`config.mk`:
```
export PLATFORM = sky130hd
export DESIGN_NAME = state_input_debouncer
export DESIGN_NICKNAME = d
export VERILOG_FILES = /design/src/rtl/state_mon_pkg.sv /design/src/rtl/sync_chain.sv /design/src/rtl/state_input_debouncer.sv
export SDC_FILE = /design/constraint.sdc
export NUM_CORES = 1
export LEC_CHECK = 0
export CAP_MARGIN = 20
export CELL_PAD_IN_SITES_DETAIL_PLACEMENT = 0
export CELL_PAD_IN_SITES_GLOBAL_PLACEMENT = 1
export CORE_AREA = 2 2 93 95
export CTS_CLUSTER_SIZE = 20
export DETAILED_ROUTE_END_ITERATION = 10
export DIE_AREA = 0 0 95 97
export PLACE_DENSITY = 0.78
export SLEW_MARGIN = 25
export SYNTH_ARGS = -nofsm -noshare
export SYNTH_HDL_FRONTEND = slang
export SYNTH_SLANG_ARGS = --single-unit
```
`constraint.sdc`:
```
create_clock -name clk -period 2 [get_ports clk]
set_clock_uncertainty 0.15 [all_clocks]
set_input_delay 0.2 -clock clk [delete_from_list [all_inputs] [get_ports clk]]
set_output_delay 0.2 -clock clk [all_outputs]
set_load 0.03 [all_outputs]
```
`src/rtl/state_mon_pkg.sv`:
```
// ---------------------------------------------------------------------------
// state_mon_pkg
//   Definitions shared by the input debouncer and the state monitor:
//   - FSM state encoding of the debouncer (2-bit, legacy-compatible values)
//   - default settle window and monitored bus width
//   - saturating increment used by the 8-bit event counter
// ---------------------------------------------------------------------------
package state_mon_pkg;

  // Debouncer FSM encoding
  localparam logic [1:0] ST_IDLE   = 2'd0;
  localparam logic [1:0] ST_SETTLE = 2'd1;
  localparam logic [1:0] ST_COMMIT = 2'd2;

  // 100 cycles = 10 ms at a 10 kHz system clock
  localparam int unsigned DEFAULT_SETTLE_CYCLES = 100;

  // Width of the dedicated input bus seen by the monitor
  localparam int MON_WIDTH = 8;

  // Increment that sticks at the all-ones value instead of wrapping
  function automatic logic [7:0] sat_inc8(input logic [7:0] value);
    return (value == 8'hFF) ? value : value + 8'd1;
  endfunction

endpackage

```
`src/rtl/sync_chain.sv`:
```
// ---------------------------------------------------------------------------
// sync_chain
//   Bit-parallel multi-flop synchroniser for an asynchronous bus. Each bit
//   passes through STAGES back-to-back flops with no logic in between.
// Ports
//   clk     in   1      destination clock
//   reset   in   1      asynchronous, active-high; clears every stage to 0
//   din_i   in   WIDTH  asynchronous input bus
//   sync_o  out  WIDTH  output of the last stage
// ---------------------------------------------------------------------------
module sync_chain #(
  parameter int WIDTH  = 8,
  parameter int STAGES = 2
) (
  input  logic             clk,
  input  logic             reset,
  input  logic [WIDTH-1:0] din_i,
  output logic [WIDTH-1:0] sync_o
);

  logic [WIDTH-1:0] stage_q [STAGES];

  // NOTE: the stage array is a handful of flops, not a RAM, so it is reset
  // like any other register; a known value after reset keeps the downstream
  // FSM from seeing a spurious change on the first cycles.
  always_ff @(posedge clk or posedge reset) begin
    if (reset) begin
      for (int i = 0; i < STAGES; i++) begin
        stage_q[i] <= '0;
      end
    end else begin
      // NOTE: non-blocking assignments make every stage sample the previous
      // stage's old value, giving a true shift; blocking would collapse the
      // chain into a single flop.
      stage_q[0] <= din_i;
      for (int i = 1; i < STAGES; i++) begin
        stage_q[i] <= stage_q[i-1];
      end
    end
  end

  assign sync_o = stage_q[STAGES-1];

endmodule

```
`src/rtl/state_input_debouncer.sv`:
```
// ---------------------------------------------------------------------------
// state_input_debouncer
//   Upstream conditioning stage for the state monitor. Synchronises the raw
//   input bus, rejects changes that do not hold for SETTLE_CYCLES cycles and
//   publishes a stable bus with a one-cycle change strobe. All outputs are
//   registered.
// Ports
//   clk          in   1      system clock
//   reset        in   1      asynchronous, active-high
//   ena          in   1      1 = debouncing active; 0 = hold IDLE, no commits
//   din          in   WIDTH  raw asynchronous input bus
//   clear_count  in   1      one-cycle pulse, zeroes event_count
//   dout         out  WIDTH  debounced stable bus
//   change_stb   out  1      one cycle high when dout updates
//   change_mask  out  WIDTH  bits flipped on the last commit (held)
//   glitch_stb   out  1      one cycle high when din fell back to dout early
//   busy         out  1      high while the FSM is not IDLE
//   event_count  out  8      committed changes since reset/clear, saturating
// ---------------------------------------------------------------------------
module state_input_debouncer
  import state_mon_pkg::*;
#(
  parameter int          WIDTH         = MON_WIDTH,
  parameter int          SYNC_STAGES   = 2,
  parameter int unsigned SETTLE_CYCLES = DEFAULT_SETTLE_CYCLES,
  parameter int          CNT_W         = 16
) (
  input  logic             clk,
  input  logic             reset,
  input  logic             ena,
  input  logic [WIDTH-1:0] din,
  input  logic             clear_count,
  output logic [WIDTH-1:0] dout,
  output logic             change_stb,
  output logic [WIDTH-1:0] change_mask,
  output logic             glitch_stb,
  output logic             busy,
  output logic [7:0]       event_count
);

  // Terminal count of the settle window; the counter never passes it
  localparam logic [CNT_W-1:0] CNT_LAST = CNT_W'(SETTLE_CYCLES - 1);

  logic [WIDTH-1:0] sync;

  logic [1:0]       state_q, state_d;
  logic [WIDTH-1:0] cand_q, cand_d;
  logic [CNT_W-1:0] cnt_q, cnt_d;
  logic [WIDTH-1:0] dout_q, dout_d;
  logic [WIDTH-1:0] mask_q, mask_d;
  logic             change_stb_q, change_stb_d;
  logic             glitch_stb_q, glitch_stb_d;
  logic             busy_q, busy_d;
  logic [7:0]       event_count_q, event_count_d;

  sync_chain #(
    .WIDTH  (WIDTH),
    .STAGES (SYNC_STAGES)
  ) u_sync (
    .clk    (clk),
    .reset  (reset),
    .din_i  (din),
    .sync_o (sync)
  );

  always_comb begin
    // NOTE: every variable gets a default before the case so that no path
    // leaves it unassigned, which would otherwise infer a latch.
    state_d       = state_q;
    cand_d        = cand_q;
    cnt_d         = cnt_q;
    dout_d        = dout_q;
    mask_d        = mask_q;
    change_stb_d  = 1'b0;
    glitch_stb_d  = 1'b0;
    event_count_d = event_count_q;

    case (state_q)
      ST_IDLE: begin
        if (ena && (sync != dout_q)) begin
          state_d = ST_SETTLE;
          cand_d  = sync;
          cnt_d   = '0;
        end
      end

      ST_SETTLE: begin
        if (!ena) begin
          // Abort silently; the change is re-evaluated from scratch later
          state_d = ST_IDLE;
        end else if (sync == cand_q) begin
          if (cnt_q == CNT_LAST) begin
            state_d = ST_COMMIT;
          end else begin
            cnt_d = cnt_q + CNT_W'(1);
          end
        end else if (sync == dout_q) begin
          // Input bounced back to the committed value before settling
          state_d      = ST_IDLE;
          glitch_stb_d = 1'b1;
        end else begin
          // New value: restart the full window, no partial credit
          cand_d = sync;
          cnt_d  = '0;
        end
      end

      ST_COMMIT: begin
        // Unconditional, even if ena dropped during the last settle cycle
        dout_d        = cand_q;
        mask_d        = cand_q ^ dout_q;
        change_stb_d  = 1'b1;
        event_count_d = sat_inc8(event_count_q);
        state_d       = ST_IDLE;
      end

      default: begin
        state_d = ST_IDLE;
      end
    endcase

    // Clear has priority over a simultaneous commit
    if (clear_count) begin
      event_count_d = '0;
    end

    busy_d = (state_d != ST_IDLE);
  end

  always_ff @(posedge clk or posedge reset) begin
    if (reset) begin
      state_q       <= ST_IDLE;
      cand_q        <= '0;
      cnt_q         <= '0;
      dout_q        <= '0;
      mask_q        <= '0;
      change_stb_q  <= 1'b0;
      glitch_stb_q  <= 1'b0;
      busy_q        <= 1'b0;
      event_count_q <= '0;
    end else begin
      state_q       <= state_d;
      cand_q        <= cand_d;
      cnt_q         <= cnt_d;
      dout_q        <= dout_d;
      mask_q        <= mask_d;
      change_stb_q  <= change_stb_d;
      glitch_stb_q  <= glitch_stb_d;
      busy_q        <= busy_d;
      event_count_q <= event_count_d;
    end
  end

  assign dout        = dout_q;
  assign change_mask = mask_q;
  assign change_stb  = change_stb_q;
  assign glitch_stb  = glitch_stb_q;
  assign busy        = busy_q;
  assign event_count = event_count_q;

endmodule

```
==> key figures, run 1 <==
Run status
  • Status: finished with violations
  • Failing checks: setup timing

Place
  • Port Buf Inserts: 38
  • Placed cell count: 485
  • GPL Wtd Cong: 0.8168
  • Detailed Place HPWL: 4784 um

Detailed routing
  • Via count: 2485
  • DRC violations left: 0
  • ANT nets after route: 0
  • DR iter-0 viols: 77
  • Via density: 4.921
  • DRT Pass-1 Iters: 6
  • Wire per inst: 13.91 um
  • Routed wire length: 7026 um

Floorplan
  • Starting density of the core: 38.79%
  • # rows: 33
  • Die area: 9215 um^2
  • Die width: 95 um
  • Core footprint: 8134 um^2
  • IO Count: 39
  • Die height: 97 um

Timing
  • Period utilisation layout: 107.2%
  • Post-route setup slack: -0.1432 ns
  • Worst slew pin tran: 0.4431 ns
  • TNS Setup: -1.039 ns
  • Max-Slew Margin vs Limit: 70.26%
  • Endpoints failing hold: 0
  • Fmax: 466.6 MHz
  • Crit path time final: 2.143 ns
  • Final setup violation count: 14
  • RSZ-0062 raised after global routing: true
  • Slew Viols, Final: 0

Global route
  • Vias in the first global route: 2592
  • Initial antenna violation count: 0
  • All-Layer GR Usage: 16.68%
  • Pin count of the biggest net entering global routing: 70
  • Global-route wire length before repair: 11920 um
  • Total global routing overflow: 0

Worst setup path
  • Kind of critical path: flip-flop to flip-flop
  • CP Max Fanout: 8
  • Critical Path End Type: flip-flop
  • Critical-path cell with the highest stage delay: or4_4
  • Cell Chain, Critical Path: ha_2, nor3b_1, a41o_1, or3_4, or4_4, nand3_2
  • Crit-path max cell delay: 0.50 ns
  • Worst endpoint data arrival time: 2.28 ns
  • Crit path required time: 2.13 ns
  • CP startpoint kind: flip-flop

Min path
  • HP Class: input port to flip-flop

CTS
  • Clock Pin Slew Worst Setup and Hold Paths: 0.08 ns
  • H-Tree Depth: 3
  • CTS Sinks: 69
  • Root Driver: clkbuf_8
  • Clk buf depth: 2
  • TritonCTS buffer count: 9
  • Clk_lat worst skew: 0.35 ns
  • CTS tree: built

Synthesis
  • Ys Warns: 0
  • Register area share after synthesis: 54.72%
  • Async S/R FF share, synth: 100.0%
  • Mean Syn Cell Area: 10.73 um^2
  • Most used DFF post-synth: dfrtp_1
  • Syn Inst Count: 294
  • Syn Nets: 308
  • #FFs+latches synth: 69
  • Synth area leader: dfrtp_1
  • Post-synth top area share: 54.72%
  • Distinct cells, synth: 46
  • Synth area leaders: dfrtp_1 55%, xnor2_1 6.7%, nand2_1 4.5%, mux2_2 2.9%, xnor2_2 2.6%
  • Mapped cell area: 3156 um^2
  • Post-synth EDFFs: 0

Final layout
  • Layout area overhead: 40.80%
  • Final core utilization: 54.62%
  • Antenna cells: 0
  • Layout Nets: 409
  • Finished Layout Cells: 505
  • Share of cells above drive strength 1: 30.50%

Run
  • Max-cap viol count: 0

Pwr
  • Max IR drop VDD: 478.7 uV
  • LEAKAGE: 1.966 nW
  • Cell area power density: 637.3 nW/um^2
cell usage after synthesis (4+ instances only):
cell       n
dfrtp_1   69
nand2_1   38
xnor2_1   24
nor2_1    20
nand3_1   15
o21ai_0   14
a21oi_1    9
inv_1      9
nor3_1     9
mux2_2     8
nand4_1    8
nand3b_1   5
nor4_1     5
xnor2_2    5
a211oi_1   4
and3_1     4
area by class of cell:
| class | instances | area, um^2 |
|---|---|---|
| multi-input cells | 207 | 1503 |
| repair buffers | 98 | 854.6 |
| fillers | 666 | 3691 |
| well taps | 105 | 131.4 |
| clock inverters | 6 | 46.29 |
| inverters | 10 | 41.29 |
| flip-flops and latches | 69 | 1729 |
| clock buffers | 10 | 137.6 |
per-layer routing:
layer	vias to the layer above	part of all wire (%)	GRT usage, %
met2	41	50	27.82
li1	1242	-	-
met4	0	1.9	6.243
met3	10	3.0	4.439
met5	-	0	0
met1	1192	45	20.48
registers in the layout, summed over array words and instances, names as in the netlist:
signal          flops
cand_q              8
dout                8
change_stb          1
event_count         8
u_sync.sync_o       8
busy                1
change_mask         8
glitch_stb          1
state_q             2
u_sync.stage_q      8
cnt_q              16
power by group:
group          internal, W  switching (W)
Combinational     0.000160       0.000141
Clock             0.000492       0.000571
Sequential         0.00144      0.0000305
metrics by stage:
step           power, W  setup slack [ns]  hold WS [ns]  cell area [um^2]
2_1_floorplan  0.001653           -0.1229       0.08143              3162
3_3_place_gp   0.001776           -0.2162        0.1830              4065
3_5_place_dp   0.001782           -0.2349        0.1847              4065
4_1_cts        0.002853           -0.1516        0.1159              4283
5_1_grt        0.002978           -0.2184        0.1173              4443
6_report       0.002831           -0.1432        0.1331              4443
placed cells by master (no fill, tap or decap), types with 5 or more instances in the layout:
cell and instances:
clkbuf_8 10, nor2_1 20, xnor2_2 10, nand3_1 11, o21ai_0 12, dfrtp_1 67
xnor2_1 19, buf_4 56, nor3_1 5, nand2_1 38, o21ai_1 5, nand4_1 8
inv_1 8, clkdlybuf4s50_1 38, a21oi_1 9, nand3b_1 5
cell families (layout without fill, tap and decap cells):
logic type,after synthesis,count (layout),share of synthesized area (%)
AO/OA/AOI/OAI,41,41,8.010
XOR/XNOR,30,30,9.516
adder cells (fa/ha/maj),2,2,0.7929
buffers and inverters,18,124,2.498
flip-flops,69,69,54.72
multiplexers,11,11,3.807
AND/OR/NAND/NOR,123,123,20.66
worst max-delay path, delay by kind of cell (launching register included):
kind            cells  cell delay, ns
simple gates        4            1.13
compound gates      1            0.20
flops               1            0.41
fa+ha+maj           1            0.19
final timing paths:
| path | end | slack (ns) | start | cells past startpoint |
|---|---|---|---|---|
| setup / recovery | cnt_q[6]$_DFFE_PP0P_ | -0.14 | cnt_q[0]$_DFFE_PP0P_ | 6 |
| max in group asynchronous | event_count[7]$_DFFE_PP0P_ | 1.23 | reset | 3 |
| hold reg to reg | u_sync.sync_o[5]$_DFF_PP0_ | 0.20 | u_sync.stage_q[13]$_DFF_PP0_ | 0 |
| hold / removal | u_sync.stage_q[15]$_DFF_PP0_ | 0.13 | din[7] | 1 |
| min in group asynchronous | event_count[5]$_DFFE_PP0P_ | 0.14 | reset | 3 |
| setup reg to reg | cnt_q[6]$_DFFE_PP0P_ | -0.14 | cnt_q[0]$_DFFE_PP0P_ | 6 |
what timing repair did:
action                                  4_1_cts  5_1_grt
endpoints found under the setup margin       16       25
hold buffers                                  0        0
endpoints found under the hold margin         0        0
pin swaps                                     4       12
setup buffers                                 1        3
gates resized for setup                       5       29
Power figures use the tool's default switching activity.
==> run 2, diff against run 1 <==
--- a/config.mk
+++ b/config.mk
@@ -9,9 +9,11 @@
 export CELL_PAD_IN_SITES_DETAIL_PLACEMENT = 0
 export CELL_PAD_IN_SITES_GLOBAL_PLACEMENT = 1
 export CORE_AREA = 2 2 93 95
+export CTS_CLUSTER_DIAMETER = 60
 export CTS_CLUSTER_SIZE = 20
 export DETAILED_ROUTE_END_ITERATION = 10
 export DIE_AREA = 0 0 95 97
+export GPL_ROUTABILITY_DRIVEN = 0
 export PLACE_DENSITY = 0.78
 export SLEW_MARGIN = 25
 export SYNTH_ARGS = -nofsm -noshare
==> results of run 2 <==
The final DEF is identical to that of run 1; final timing and power are the same.
==> run 3, diff against run 2 <==
--- a/config.mk
+++ b/config.mk
@@ -14,6 +14,7 @@
 export DETAILED_ROUTE_END_ITERATION = 10
 export DIE_AREA = 0 0 95 97
 export GPL_ROUTABILITY_DRIVEN = 0
+export MAX_ROUTING_LAYER = met4
 export PLACE_DENSITY = 0.78
 export SLEW_MARGIN = 25
 export SYNTH_ARGS = -nofsm -noshare
==> run 3 against run 2 <==
Effect of this change:
- sequential cell count is the same
- largest cell class unchanged
- global-route usage up 0.49 points
- clock power hardly changed
- setup slack got worse by 0.0041 ns
- combinational power hardly changed
- worst hold slack improved by 0.0029 ns
- total power down 0.31%
- the flow still finishes with violations (setup timing)
- wire length down 0.33%
- first-iteration DRC count up 3.9%
- die area did not move
- clock-buffer cell count unchanged
==> key figures, run 3 (synthesized netlist as in run 1, its figures left out) <==
Run status
  • Status: finished with violations
  • Failing checks: setup timing

CTS
  • CTS Sinks: 69 (unchanged)
  • Clk_lat worst skew: 0.34 ns (about the same)
  • Clock Pin Slew Worst Setup and Hold Paths: 0.08 ns (about the same)
  • H-Tree Depth: 3 (unchanged)
  • CTS tree: built
  • TritonCTS buffer count: 9 (unchanged)
  • Root Driver: clkbuf_8
  • Hold Buf Count CTS: 0 (unchanged)
  • Clk buf depth: 2 (unchanged)

Final layout
  • Antenna cells: 0 (unchanged)
  • Number of flip-flops in the largest register: 16 (unchanged)
  • Most common cell after layout, fill and taps aside: dfrtp_1
  • Highest-count cells in the layout ignoring fill and taps: 67 x dfrtp_1, 56 x buf_4, 38 x nand2_1, 38 x clkdlybuf4s50_1, 20 x nor2_1
  • Layout area overhead: 40.80% (unchanged)
  • Share of cells above drive strength 1: 30.50% (unchanged)
  • Most flop-heavy register: cnt_q
  • Final core utilization: 54.62% (unchanged)
  • Finished Layout Cells: 505 (unchanged)
  • Layout Nets: 409 (unchanged)

Timing
  • Worst slew pin tran: 0.4279 ns (-0.01524 ns)
  • Post-route setup slack: -0.1473 ns (-0.004067 ns)
  • RSZ-0062 raised after global routing: true
  • Max-Slew Margin vs Limit: 71.28% (+1.0 points)
  • Fmax: 465.7 MHz (-0.19%)
  • Final setup violation count: 15 (+1)
  • TNS Setup: -1.071 ns (-0.03169 ns)
  • Period utilisation layout: 107.4% (+0.20 points)
  • Endpoints failing hold: 0 (unchanged)
  • Crit path time final: 2.147 ns (+0.004067 ns)
  • Slew Viols, Final: 0 (unchanged)

Worst setup path
  • Worst endpoint data arrival time: 2.28 ns (about the same)
  • Kind of critical path: flip-flop to flip-flop
  • CP startpoint kind: flip-flop
  • CP Buf/Inv Count: 0 (unchanged)
  • RR Endpoint: cnt_q[6]$_DFFE_PP0P_
  • Critical Path End Type: flip-flop
  • Reg2Reg Setup Slack: -0.15 ns (about the same)
  • Crit-path max cell delay: 0.50 ns (about the same)
  • Worst R2R Path Depth: 6 (unchanged)
  • CP top delay family: simple AND/OR/NAND/NOR gates
  • Critical-path cell with the highest stage delay: or4_4
  • Crit Reg-Reg Startpoint: cnt_q[0]$_DFFE_PP0P_
  • CP Max Fanout: 8 (unchanged)
  • Cell Chain, Critical Path: ha_2, nor3b_1, a41o_1, or3_4, or4_4, nand3_2
  • Crit path required time: 2.13 ns (about the same)

Global route
  • Initial antenna violation count: 0 (unchanged)
  • Vias in the first global route: 2596 (+0.15%)
  • Total global routing overflow: 0 (unchanged)
  • Global-route wire length before repair: 11920 um (unchanged)
  • All-Layer GR Usage: 17.17% (+0.49 points)
  • Pin count of the biggest net entering global routing: 70 (unchanged)

Place
  • Placed cell count: 485 (unchanged)
  • Pre-CTS WS: -0.2349 ns (unchanged)
  • Port Buf Inserts: 38 (unchanged)
  • Detailed Place HPWL: 4784 um (unchanged)

Pwr
  • LEAKAGE: 1.966 nW (unchanged)
  • Cell area power density: 635.3 nW/um^2 (-0.31%)
  • Max IR drop VDD: 478.7 uV (about the same)

Min path
  • HP Class: input port to asynchronous set/reset pin

Floorplan
  • Die area: 9215 um^2 (unchanged)
  • # rows: 33 (unchanged)
  • Core footprint: 8134 um^2 (unchanged)
  • Die width: 95 um (unchanged)
  • Starting density of the core: 38.79% (unchanged)
  • Die height: 97 um (unchanged)
  • IO Count: 39 (unchanged)

Detailed routing
  • Via density: 4.956 (+0.72%)
  • ANT nets after route: 0 (unchanged)
  • DRT Pass-1 Iters: 4 (-2)
  • DRC violations left: 0 (unchanged)
  • Wire per inst: 13.87 um (-0.33%)
  • DR iter-0 viols: 80 (+3.9%)
  • Routed wire length: 7003 um (-0.33%)
  • Via count: 2503 (+0.72%)

Run
  • Max-cap viol count: 0 (unchanged)
[run 3: cell counts in the layout (fill, tap and decap cells not counted)]
No cell type changed its count.
[run 3: per-stage QoR]
step / total power [W] / instance area, um^2 / hold slack (ns)
final: 0.002823 / 4443 / 0.1361
after global routing: 0.002975 / 4443 / 0.1196
after CTS: 0.002853 / 4283 / 0.1159
after detailed placement: 0.001782 / 4065 / 0.1847
after global placement: 0.001776 / 4065 / 0.1830
after floorplan: 0.001653 / 3162 / 0.08143
[run 3: tightest hold or removal path: stages]
cell and delay (ns):
clkdlybuf4s50_1 0.44, clkinvlp_4 0.10, buf_12 0.29
[run 3: per-layer routing]
metal / wire length [um] / share of wire (%) / track usage [%] / up-vias
met3: 204 / 2.9 / 4.439 / 11
met2: 3551 / 51 / 27.82 / 40
met1: 3111 / 44 / 20.53 / 1211
li1: - / - / - / 1241
met5: 0 / 0 / - / -
met4: 136 / 1.9 / 6.243 / 0
[run 3: power by group]
group / leakage, nW / internal, W / switching (W) / total, W
clock: 0.0893 / 0.000492 / 0.000562 / 0.00105
combinational: 0.984 / 0.000160 / 0.000141 / 0.000301
sequential: 0.892 / 0.00144 / 0.0000305 / 0.00147
total: 1.97 / 0.00209 / 0.000733 / 0.00282
[run 3: final cells by class]
type	instances	area, um^2
Clock inverter	6	46.29
Inverter	10	41.29
Fill cell	666	3691
Sequential cell	69	1729
Timing Repair Buffer	98	854.6
Tap cell	105	131.4
Multi-Input combinational cell	207	1503
Clock buffer	10	137.6
[run 3: what timing repair did]
item,CTS,global route
buffers inserted,1,3
pin swaps,4,12
resized for setup,5,29
endpoints found under the setup margin,16,25
[run 3: worst max-delay path by stage]
stage | cells after the start | from | endpoint
after CTS | 6 | cnt_q[0]$_DFFE_PP0P_ | cnt_q[5]$_DFFE_PP0P_
after detailed placement | 6 | ena | cnt_q[5]$_DFFE_PP0P_
after global routing | 6 | cnt_q[0]$_DFFE_PP0P_ | cnt_q[5]$_DFFE_PP0P_
final | 6 | cnt_q[0]$_DFFE_PP0P_ | cnt_q[6]$_DFFE_PP0P_
after floorplan | 7 | cnt_q[0]$_DFFE_PP0P_ | cnt_q[6]$_DFFE_PP0P_
after global placement | 6 | ena | cnt_q[5]$_DFFE_PP0P_
